## src/rtl/arf_pkg.sv

```systemverilog
`default_nettype none
// ============================================================================
// Module      : arf_pkg
// Description : Operation codes and shared next-value function for the
//               address register file.
// Revision    : 1.0 - initial release
// ============================================================================
package arf_pkg;

    localparam logic [2:0] FS_DEC     = 3'b000;
    localparam logic [2:0] FS_INC     = 3'b001;
    localparam logic [2:0] FS_LOAD    = 3'b010;
    localparam logic [2:0] FS_CLEAR   = 3'b011;
    localparam logic [2:0] FS_ADD     = 3'b100;
    localparam logic [2:0] FS_LOAD_LO = 3'b101;
    localparam logic [2:0] FS_LOAD_HI = 3'b110;
    localparam logic [2:0] FS_HOLD    = 3'b111;

    // Widest register the shared function supports; callers truncate to their width.
    localparam int unsigned c_arf_max_w = 64;

    function automatic logic [c_arf_max_w-1:0] arf_next(
        input logic [c_arf_max_w-1:0] q,
        input logic [c_arf_max_w-1:0] d,
        input logic [2:0]             fs,
        input int unsigned            w
    );
        logic [c_arf_max_w-1:0] lo_mask;
        lo_mask = {c_arf_max_w{1'b1}} >> (c_arf_max_w - w / 2);
        case (fs)
            FS_DEC:     arf_next = q - 1'b1;
            FS_INC:     arf_next = q + 1'b1;
            FS_LOAD:    arf_next = d;
            FS_CLEAR:   arf_next = '0;
            FS_ADD:     arf_next = q + d;
            FS_LOAD_LO: arf_next = (q & ~lo_mask) | (d & lo_mask);
            FS_LOAD_HI: arf_next = ((d & lo_mask) << (w / 2)) | (q & lo_mask);
            default:    arf_next = q;
        endcase
    endfunction

endpackage
`default_nettype wire

```

## src/rtl/addr_reg.sv

```systemverilog
`default_nettype none
// ============================================================================
// Module      : addr_reg
// Description : Single address register with enable, operation decode and
//               synchronous reset value.
// Revision    : 1.0 - initial release
// ============================================================================
module addr_reg
    import arf_pkg::*;
#(
    parameter int               WIDTH     = 16,
    parameter logic [WIDTH-1:0] RESET_VAL = '0
) (
    input  logic             clk,
    input  logic             rst,
    input  logic             i_en,
    input  logic [2:0]       i_fs,
    input  logic [WIDTH-1:0] i_data,
    output logic [WIDTH-1:0] o_q
);

    logic [WIDTH-1:0] r_q;
    logic [WIDTH-1:0] w_next;

    always_comb begin
        w_next = WIDTH'(arf_next(c_arf_max_w'(r_q), c_arf_max_w'(i_data), i_fs, WIDTH));
    end

    always_ff @(posedge clk) begin
        if (rst) begin
            r_q <= RESET_VAL;
        end else if (i_en) begin
            r_q <= w_next;
        end
    end

    assign o_q = r_q;

endmodule
`default_nettype wire

```

## src/rtl/address_register_file_p.sv

```systemverilog
`default_nettype none
// ============================================================================
// Module      : address_register_file_p
// Description : Parametrised PC/AR/SP address register file with two read
//               ports and a bounds-checked stack pointer.
// Revision    : 1.0 - initial release
// ============================================================================
module address_register_file_p
    import arf_pkg::*;
#(
    parameter int               WIDTH       = 16,
    parameter int               NUM_REGS    = 4,
    parameter int               PC_INDEX    = 0,
    parameter int               SP_INDEX    = NUM_REGS - 1,
    parameter logic [WIDTH-1:0] RESET_PC    = '0,
    parameter logic [WIDTH-1:0] SP_LIMIT_LO = WIDTH'(16'h0100),
    parameter logic [WIDTH-1:0] SP_LIMIT_HI = WIDTH'(16'hFFFF)
) (
    input  logic                        Clock,
    input  logic                        Reset,
    input  logic [WIDTH-1:0]            I,
    input  logic [2:0]                  FunSel,
    input  logic [NUM_REGS-1:0]         RegSel,
    input  logic [$clog2(NUM_REGS)-1:0] OutCSel,
    input  logic [$clog2(NUM_REGS)-1:0] OutDSel,
    input  logic                        FlagClr,
    output logic [WIDTH-1:0]            OutC,
    output logic [WIDTH-1:0]            OutD,
    output logic                        StackOvf,
    output logic                        StackUnf
);

    logic [WIDTH-1:0] w_q [NUM_REGS];
    logic             w_sp_sel;
    logic             w_ovf_hit;
    logic             w_unf_hit;
    logic             w_sp_en;
    logic             r_ovf;
    logic             r_unf;

    // The guard only blocks a step that would cross a limit from exactly on it.
    assign w_sp_sel  = ~RegSel[SP_INDEX];
    assign w_ovf_hit = w_sp_sel && (FunSel == FS_DEC) && (w_q[SP_INDEX] == SP_LIMIT_LO);
    assign w_unf_hit = w_sp_sel && (FunSel == FS_INC) && (w_q[SP_INDEX] == SP_LIMIT_HI);
    assign w_sp_en   = w_sp_sel && !w_ovf_hit && !w_unf_hit;

    generate
        for (genvar k = 0; k < NUM_REGS; k++) begin : g_reg
            localparam logic [WIDTH-1:0] c_rst_val = (k == PC_INDEX) ? RESET_PC :
                                                     (k == SP_INDEX) ? SP_LIMIT_HI : '0;
            logic w_en;

            if (k == SP_INDEX) begin : g_sp_en
                assign w_en = w_sp_en;
            end else begin : g_plain_en
                assign w_en = ~RegSel[k];
            end

            addr_reg #(
                .WIDTH     (WIDTH),
                .RESET_VAL (c_rst_val)
            ) u_reg (
                .clk    (Clock),
                .rst    (Reset),
                .i_en   (w_en),
                .i_fs   (FunSel),
                .i_data (I),
                .o_q    (w_q[k])
            );
        end
    endgenerate

    // A new violation wins over a simultaneous clear.
    always_ff @(posedge Clock) begin
        if (Reset) begin
            r_ovf <= 1'b0;
            r_unf <= 1'b0;
        end else begin
            if (w_ovf_hit) begin
                r_ovf <= 1'b1;
            end else if (FlagClr) begin
                r_ovf <= 1'b0;
            end
            if (w_unf_hit) begin
                r_unf <= 1'b1;
            end else if (FlagClr) begin
                r_unf <= 1'b0;
            end
        end
    end

    always_comb begin
        OutC = '0;
        OutD = '0;
        if (int'(OutCSel) < NUM_REGS) begin
            OutC = w_q[OutCSel];
        end
        if (int'(OutDSel) < NUM_REGS) begin
            OutD = w_q[OutDSel];
        end
    end

    assign StackOvf = r_ovf;
    assign StackUnf = r_unf;

endmodule
`default_nettype wire

```

## config.mk

```make
export PLATFORM = sky130hd
export DESIGN_NAME = address_register_file_p
export DESIGN_NICKNAME = d
export VERILOG_FILES = /design/src/rtl/arf_pkg.sv /design/src/rtl/addr_reg.sv /design/src/rtl/address_register_file_p.sv
export SDC_FILE = /design/constraint.sdc
export NUM_CORES = 1
export LEC_CHECK = 0
export BUFFER_PORTS_ARGS = -buffer_cell sky130_fd_sc_hd__buf_2
export CAP_MARGIN = 20
export CORE_UTILIZATION = 50
export DETAILED_ROUTE_END_ITERATION = 7
export PLACE_DENSITY_LB_ADDON = 0.1
export REMOVE_ABC_BUFFERS = 1
export SLEW_MARGIN = 30
export SYNTH_ARGS = -nofsm -noshare
export SYNTH_HDL_FRONTEND = slang
export SYNTH_SLANG_ARGS = --single-unit
```

## constraint.sdc

```tcl
create_clock -name Clock -period 4.1 [get_ports Clock]
set_clock_uncertainty 0.05 [all_clocks]
set_input_delay 0.41 -clock Clock [delete_from_list [all_inputs] [get_ports Clock]]
set_output_delay 0.41 -clock Clock [all_outputs]
set_load 0.02 [all_outputs]
```

# --- Word-level counts from Yosys, hierarchy flattened ---
# Cells that the tools add are included.
classes:
  n_bitwise: 14
  mul: 0
  n_mux: 13
  div_mod_pow: 0
  n_addsub: 12
  eq_ne: 8
  shifts: 0
  reduce_logical: 16
  n_lt_le_gt_ge: 2
ops:
  columns: ["cell", "n"]
  rows:
  - ["$pmux W16 S7", 4]
  - ["$or A16 B8 Y16", 8]
  - ["$add A16 B1 Y16 const B", 4]
  - ["$add A16 B16 Y16", 4]
  - ["$bmux W16 S2", 2]
  - ["$mux W16", 4]
  - ["$sub A16 B1 Y16 const B", 4]
  - ["$eq A16 B16 Y1 const B", 1]
  - ["$eq A16 B9 Y1 const B", 1]
  - ["$eq A3 B3 Y1 const B", 3]
  - ["$reduce_and A2 Y1", 4]
  - ["$reduce_bool A7 Y1", 1]
  - ["$eq A3 B2 Y1 const B", 2]
  - ["$ge A3 B3 Y1 const B", 2]
  - ["$logic_and A1 B1 Y1", 6]
  - ["$not A2 Y3", 2]
  - ["$not A1 Y1", 4]
  - ["$reduce_bool A2 Y1", 2]
  - ["$eq A3 B1 Y1 const B", 1]
  - ["$logic_not A3 Y1", 1]
  - ["$mux W1", 3]
  - ["$logic_not A1 Y1", 2]
totals:
  inputBits: 30
  rom_bits: 0
  reg_bits: 66
  ramBits: 0
  wordCells: 71
  n_memories: 0
  latch_bits: 0

# --- Longest topological paths before layout ---
# Gate-level depths: netlist of the first run.
logic_depth:
  depth_word: 7
  ltp_mapped: 16
  ltp_nobuf: 14

# --- Hierarchy ---
# Synthesis of the first run repeated with hierarchy kept, for this count alone.
unflattened:
  hier_cells: 1200
  hier_area_um2: 8943.6
modules_own_cells:
  columns: ["mod", "seq_area_each_um2", "cells_per_inst", "instances", "area_per_inst_um2"]
  rows:
  - ["addr_reg at g_reg[0].u_reg ...", 320.3, 280, 2, 1931.9]
  - ["addr_reg at g_reg[2].u_reg", 320.3, 306, 1, 2030.7]
  - ["addr_reg at g_reg[3].u_reg", 320.3, 268, 1, 2014.4]
  - ["address_register_file_p", 40.0, 66, 1, 1034.7]

# --- Worst setup path after synthesis of the first run ---
# Ideal clock, no wire load.
synth_timing:
  path_kind: "input -> register"
  start: "in FunSel[2]"
  end: "reg g_reg[0].u_reg.r_q[14]"
  cell_stages: 14
  required_time_ns: 3.958
  setup_slack_ns: 0.364
  arrival_time_ns: 3.593
  cell_sequence: "clkbuf_1 -> buf_2 -> nand2b_1 -> or3_1 -> ha_1 -> fa_1 -> a211oi_1 -> nor2_1 -> o41a_1 -> a211o_1 -> o31ai_2 -> xnor2_1 -> a21oi_1 -> o32ai_1"
synth_via:
  elab_chain_cells: 3
synth_lines:
  columns: ["item", "line_no", "rtl"]
  rows:
  - ["start: declaration", "address_register_file_p.sv:22", "input logic [2:0] FunSel,"]
  - ["$eq A3 B1 Y1 (tied with other cells)", "arf_pkg.sv:30", "case (fs)"]
  - ["$reduce_bool A7 Y1 (no line)", null, null]
  - ["$reduce_and A2 Y1 (no line)", null, null]
  - ["end signal: assignment", "addr_reg.sv:33", "r_q <= w_next;"]
  - ["end: declaration", "addr_reg.sv:22", "logic [WIDTH-1:0] r_q;"]
# Parallel ways exist; a longest one is shown, timed or not.
# A chain may end at the register's enable or synchronous reset.

# --- Final worst setup path of the first run ---
layout_timing:
  start: "in FunSel[1]"
  end: "reg g_reg[0].u_reg.r_q[14]"
# The elaborated chain is that of the path after synthesis.

==> flow_summary_export.csv, run 1 <==
group,metric,value,unit
placed_design,placed_area,7090,µm²
yosys,synth-seq-cells,66,
placed_design,port_buffers,63,
global_routing,antenna_found_initial,1,
yosys,synth.avg_cell_area,8.27,µm²
floorplanning,die_x,117,µm
floorplanning,row_count,41,
critical_path,path_max_fanout,4,
critical_path,cp-start-kind,"input port",
clocking,clk_latency,0.34,ns
route,detail_route.wl_per_cell,22.7,µm
yosys,ys_seq_area_frac,0.201,
power,power_density,431,nW/µm²
yosys,syn_inst,796,
critical_path,crit_path_end_kind,"flop",
clocking,cts_buffers,9,
placed_design,dp_slack,0.295,ns
timing,grt_setup_unrepaired,"false",
cells_and_area,syn_to_final_growth,12.4,%
global_routing,grt_overflow_total,0,
cells_and_area,fin_nets,937,
clocking,cts_tree,"yes",
floorplanning,num_io_pins,64,
route,totalWireLength,23.1,mm
global_routing,grt_max_degree,37,
critical_path,cp.arrival,3.74,ns
floorplanning,coreArea,12700,µm²
floorplanning,initial_core_util,0.517,
yosys,syn_area,6580,µm²
cells_and_area,design_area,7390,µm²
cells_and_area,post_route_cells_drive_above_1_share,0.169,
route,drt_first_iter_violations,667,
power,p_total,0.00319,W
min_path,hp-class,"in2reg",
global_routing,grt_pass1_wl,34.5,mm
power,ir_drop,0.174,mV
route,vias_per_cell,6.57,
global_routing,gr-usage-all-layers,0.350,
cells_and_area,layout_commonest_cell,"a21oi_1",
clocking,root_buffer,"clkbuf_16",
clocking,clock_sinks,66,
clocking,cts_resized,0,
critical_path,crit_type,"in2reg",
cells_and_area,stdcell_count,1019,
critical_path,crit_family,"compound AO/OA/AOI/OAI gates",
critical_path,crit_buf_inv,1,
route,dr.pass1.iters,7,
critical_path,critPathSlowestCell,"fa_1",
timing,max_freq,282,MHz
clocking,h-tree-depth,3,
timing,final_hold_viol_count,0,
route,via_count,6698,
global_routing,grt_pass1_vias,6209,
route,drt.antenna.violating_nets,0,
clocking,cts_buffer_depth,2,
timing,slew_headroom,0.414,
status,status,"completed",
cells_and_area,antenna_cells,0,
cells_and_area,final_cell_mix,"a21oi_1 (90), nor2_1 (82), dfxtp_1 (66), buf_2 (63), ha_1 (60)",
critical_path,cp_cell_sequence,"buf_2, nand2b_1, or3_1, ha_1, fa_1, a211oi_1, nor2_1, o41a_1, a211o_1, o31ai_2, xnor2_1, a21oi_1, o32ai_1",
timing,finalSetupTns,0,ns
yosys,synth_cell_types,60,
timing,finalCriticalPeriod,3.54,ns
yosys,synth_warnings,0,
placed_design,gp_congestion,0.974,
clocking,path_clk_slew,0.06,ns
placed_design,dp_hpwl,17.7,mm
yosys,synth_edf_count,0,
timing,post-route-period-util,0.864,
timing,postLayoutSetupSlackWorst,0.556,ns
timing,worstMarginPinSlew,0.877,ns
route,drc_errors,0,
clocking,post_cts_buffers,0,
floorplanning,die_h,117,µm
timing,setup_viol,0,
placed_design,dp_cells,1004,
clocking,holdBufCountCts,0,
run,maxCapViolations,0,
yosys,synthFlopType,"dfxtp_1",
timing,slew_violations,0,
critical_path,critPathMaxStageDelay,0.46,ns
floorplanning,die_area,13600,µm²
yosys,synthArstFlopShare,0,
power,p_leak,3.08,nW
critical_path,required,4.29,ns
-- worst paths after layout --
| check | from | to | slack, ns | cells past startpoint |
|---|---|---|---|---|
| worst max-delay path | FunSel[1] | g_reg[0].u_reg.o_q[14] | 0.56 | 13 |
| worst min-delay path | FlagClr | StackUnf | 0.30 | 3 |
| worst max register to register | g_reg[0].u_reg.o_q[0] | g_reg[0].u_reg.o_q[14] | 1.04 | 10 |
| worst min register to register | StackOvf | StackOvf | 0.43 | 2 |
-- cell families after synthesis --
family	synth area share
AOI/OAI and AO/OA	0.290
and+or+nand+nor	0.160
DFF	0.201
adders and majority gates	0.126
buffers and inverters	0.0344
xor gates and xnor gates	0.0665
muxes	0.122
-- cell type report --
cell class,count,area [µm²]
Inverter,15,56.3
Fill cell,1234,5330
Multi-Input combinational cell,671,5050
Clock inverter,2,35.0
Sequential cell,66,1320
Timing Repair Buffer,80,443
Tap cell,172,215
Clock buffer,13,270
-- flip-flops by register name (all words and copies together) (netlist names) --
signal       cells
g.u_reg.o_q     64
StackOvf         1
StackUnf         1
-- worst min-delay path, stage by stage --
cell and delay [ns]:
buf_2 0.08, nand2b_1 0.09, a21oi_1 0.06
-- metrics by stage --
step	hold slack, ns	utilization
global placement	0.413	0.557
global route	0.304	0.581
CTS	0.293	0.581
floorplan	0.400	-
finish	0.300	0.581
detailed placement	0.416	0.557
-- report_power, final --
| group | internal (W) | leakage [nW] | total, W | switching (W) |
|---|---|---|---|---|
| Clock | 0.000517 | 0.152 | 0.000820 | 0.000303 |
| Combinational | 0.000673 | 2.38 | 0.00154 | 0.000863 |
| Sequential | 0.000718 | 0.544 | 0.000834 | 0.000115 |
| Total | 0.00191 | 3.08 | 0.00319 | 0.00128 |
-- cell usage after synthesis (all sizes together), types with 10 or more instances --
master,number,area [µm²]
xnor2,31,272
xor2,19,166
a22oi,23,173
clkbuf,38,143
o21bai,21,158
ha,60,751
nand2,52,195
o21ai,62,314
dfxtp,66,1320
nor2,84,315
a211oi,15,118
a21oi,90,450
nor3,10,50.1
nand3,11,60.1
a21o,16,120
inv,15,56.3
mux4,32,721
nand2b,16,100
o31ai,10,80.1
-- per-layer routing --
layer  GRT usage  vias up  wire length, µm
met3      0.0747       46             2220
met2       0.539      331            10500
met1       0.481     3204             9750
met4       0.137        2              563
li1            -     3115                -
met5           0        -               36
(Power assumes the default switching activity.)
==> run 2, diff against run 1 <==
--- a/config.mk
+++ b/config.mk
@@ -14,4 +14,5 @@
 export SLEW_MARGIN = 30
 export SYNTH_ARGS = -nofsm -noshare
 export SYNTH_HDL_FRONTEND = slang
+export SYNTH_HIERARCHICAL = 1
 export SYNTH_SLANG_ARGS = --single-unit
==> run 2 against run 1 <==
- critical endpoint is now g_reg[2].u_reg/o_q[14]
- highest routed layer is now met4
- critical path depth decreased by 1
- setup slack improved by 0.35 ns
- clock power fell by 3.9%
==> flow_summary_export.csv, run 2 <==
group,metric,value,unit
placed_design,gp_congestion,0.927,
yosys,synth_edf_count,0,
power,ir_drop,0.229,mV
cells_and_area,final_cell_mix,"nor2_1 (133), nand2_1 (120), o21ai_0 (116), a21oi_1 (97), dfxtp_1 (66)",
yosys,ys_top_cells_by_count,"nor2_1 (133), nand2_1 (120), o21ai_0 (116), a21oi_1 (97), dfxtp_1 (66)",
global_routing,grt_pass1_vias,8707,
critical_path,cp-startpoint,"FunSel[0]",
route,drc_errors,0,
yosys,ys_seq_area_frac,0.148,
critical_path,crit_buf_inv,2,
critical_path,crit_type,"in2reg",
critical_path,ff2ff_path_depth,10,
yosys,synth-seq-cells,66,
critical_path,crit_path_end_kind,"flop",
clocking,cts_buffer_depth,2,
cells_and_area,syn_to_final_growth,7.47,%
cells_and_area,antenna_cells,0,
yosys,synthFlopType,"dfxtp_1",
clocking,holdBufCountCts,0,
cells_and_area,post_route_cells_drive_above_1_share,0.125,
global_routing,gr-usage-all-layers,0.366,
floorplanning,initial_core_util,0.515,
critical_path,r2r_setup_slack,1.32,ns
power,p_leak,4.01,nW
yosys,synth_cell_types,82,
floorplanning,die_x,136,µm
global_routing,grtUsageMet1,0.514,
cells_and_area,fin_nets,1312,
route,vias_per_cell,6.74,
critical_path,cp-start-kind,"input port",
power,power_density,361,nW/µm²
yosys,syn_inst,1200,
critical_path,critPathSlowestCell,"nand2b_1",
timing,setup_viol,0,
timing,finalSetupTns,0,ns
clocking,root_buffer,"clkbuf_16",
clocking,cts_buffers,9,
yosys,synth.largest_area_cell,"dfxtp_1",
cells_and_area,layout_commonest_cell,"nor2_1",
critical_path,cp_cell_sequence,"buf_2, nand2b_1, or3_1, ha_1, inv_1, fa_1, nand2b_1, a21oi_2, o22ai_1, o31ai_1, xnor2_1, a211oi_2",
min_path,hp-class,"in2reg",
global_routing,antenna_found_initial,0,
yosys,ys_top_cells_by_area,"dfxtp_1 (15%), ha_1 (8.4%), o21ai_0 (6.5%), nor2_1 (5.6%), a21oi_1 (5.4%)",
critical_path,endpoint,"g_reg[2].u_reg/o_q[14]",
clocking,cts_tree,"yes",
clocking,clk_latency,0.36,ns
route,dr.pass1.iters,6,
clocking,h-tree-depth,3,
critical_path,path_max_fanout,27,
route,via_count,9759,
global_routing,grt_pass1_wl,50.8,mm
floorplanning,die_h,136,µm
global_routing,met2_usage,0.537,
route,detail_route.wl_per_cell,22.7,µm
critical_path,crit_family,"simple AND/OR/NAND/NOR gates",
critical_path,required,4.28,ns
yosys,synth_top_area_share,0.148,
global_routing,grt_use_met3,0.0655,
floorplanning,row_count,48,
timing,slew_headroom,0.458,
power,p_total,0.00347,W
clocking,path_clk_slew,0.06,ns
floorplanning,coreArea,17400,µm²
critical_path,r2r-start,"g_reg[3].u_reg/o_q[1]",
route,drt_first_iter_violations,1291,
yosys,synthArstFlopShare,0,
run,maxCapViolations,0,
floorplanning,num_io_pins,64,
route,totalWireLength,32.9,mm
floorplanning,die_area,18400,µm²
timing,post-route-period-util,0.779,
clocking,post_cts_buffers,0,
yosys,synth.avg_cell_area,7.45,µm²
timing,holdWs,0.302,ns
yosys,synth_warnings,6,
cells_and_area,fillCellCount,1705,
placed_design,port_buffers,63,
timing,max_freq,313,MHz
yosys,syn_area,8940,µm²
global_routing,grt_max_degree,45,
timing,worstMarginPinSlew,0.811,ns
critical_path,critPathMaxStageDelay,0.50,ns
timing,grt_setup_unrepaired,"false",
cells_and_area,largest_reg_flops,64,
placed_design,dp_hpwl,23.7,mm
timing,final_hold_viol_count,0,
status,status,"completed",
critical_path,cp.arrival,3.38,ns
critical_path,crit_cells,12,
timing,slew_violations,0,
global_routing,grt_overflow_total,0,
critical_path,crit_top_cell,"nand2b_1",
clocking,cts_resized,0,
route,drt.antenna.violating_nets,0,
clocking,clock_sinks,66,
yosys,synth_most_common_cell,"nor2_1",
critical_path,r2r_end,"g_reg[3].u_reg/o_q[12]",
global_routing,busiest_layer,"met2",
timing,finalCriticalPeriod,3.20,ns
-- run 2: cell count changes after synthesis, sizes merged, moves of 11 or more --
| cell | change |
|---|---|
| o21ai | +79 |
| nand2 | +68 |
| nor2 | +51 |
| buf | +28 |
| inv | +19 |
| nand3 | +19 |
| nand2b | +15 |
| nor2b | +14 |
| a21o | +11 |
-- run 2: per-layer routing --
metal  vias to the layer above  wire length, µm
li1                       4559                -
met1                      4555            14200
met2                       561            14000
met3                        84             3300
met4                         0             1350
met5                         -                0
-- run 2: area by class of cell --
cell class	count	area, µm²	area share
multi-input combinational	1020	7090	0.738
sequential	66	1320	0.137
timing repair buffer	87	498	0.0518
tap	225	282	0.0293
clock buffer	12	267	0.0277
inverter	34	128	0.0133
clock inverter	4	25.0	0.00260
-- run 2: per-stage QoR --
step / instance area [µm²] / utilization / instances / setup WS [ns]
after floorplan: 8540 / - / 1120 / 1.16
after global placement: 9320 / 0.537 / 1432 / 0.656
after detailed placement: 9320 / 0.537 / 1432 / 0.568
after CTS: 9610 / 0.554 / 1448 / 0.924
after global routing: 9610 / 0.554 / 1448 / 0.638
final: 9610 / 0.554 / 1448 / 0.904
-- run 2: worst min path at each step --
| stage | startpoint | endpoint | slack (ns) | cells after the start |
|---|---|---|---|---|
| 6_report | FlagClr | StackUnf | 0.30 | 3 |
| 5_1_grt | FlagClr | StackUnf | 0.33 | 3 |
| 4_1_cts | FlagClr | StackUnf | 0.30 | 3 |
| 3_5_place_dp | StackUnf | StackUnf | 0.44 | 2 |
| 3_3_place_gp | StackUnf | StackUnf | 0.41 | 2 |
| 2_1_floorplan | g_reg[1].u_reg/o_q[4] | g_reg[1].u_reg/o_q[4] | 0.40 | 2 |
-- run 2: cells by family (layout without fill, tap and decap cells) --
logic type | count (synthesis) | count (layout) | share of synthesized area
buffers and inverters | 114 | 137 | 0.0593
DFF | 66 | 66 | 0.148
and+or+nand+nor | 417 | 417 | 0.223
adders and majority gates | 64 | 64 | 0.0929
AOI/OAI and AO/OA | 452 | 452 | 0.335
xor gates and xnor gates | 45 | 45 | 0.0441
muxes | 42 | 42 | 0.0976
-- run 2: power by group --
group          total [W]  switching [W]  internal (W)
clock           0.000788       0.000331      0.000457
sequential      0.000889       0.000166      0.000723
combinational    0.00179        0.00105      0.000746
-- run 2: worst min-delay path: stages --
cell	delay, ns
buf_2	0.09
nand2b_1	0.10
a21oi_1	0.06
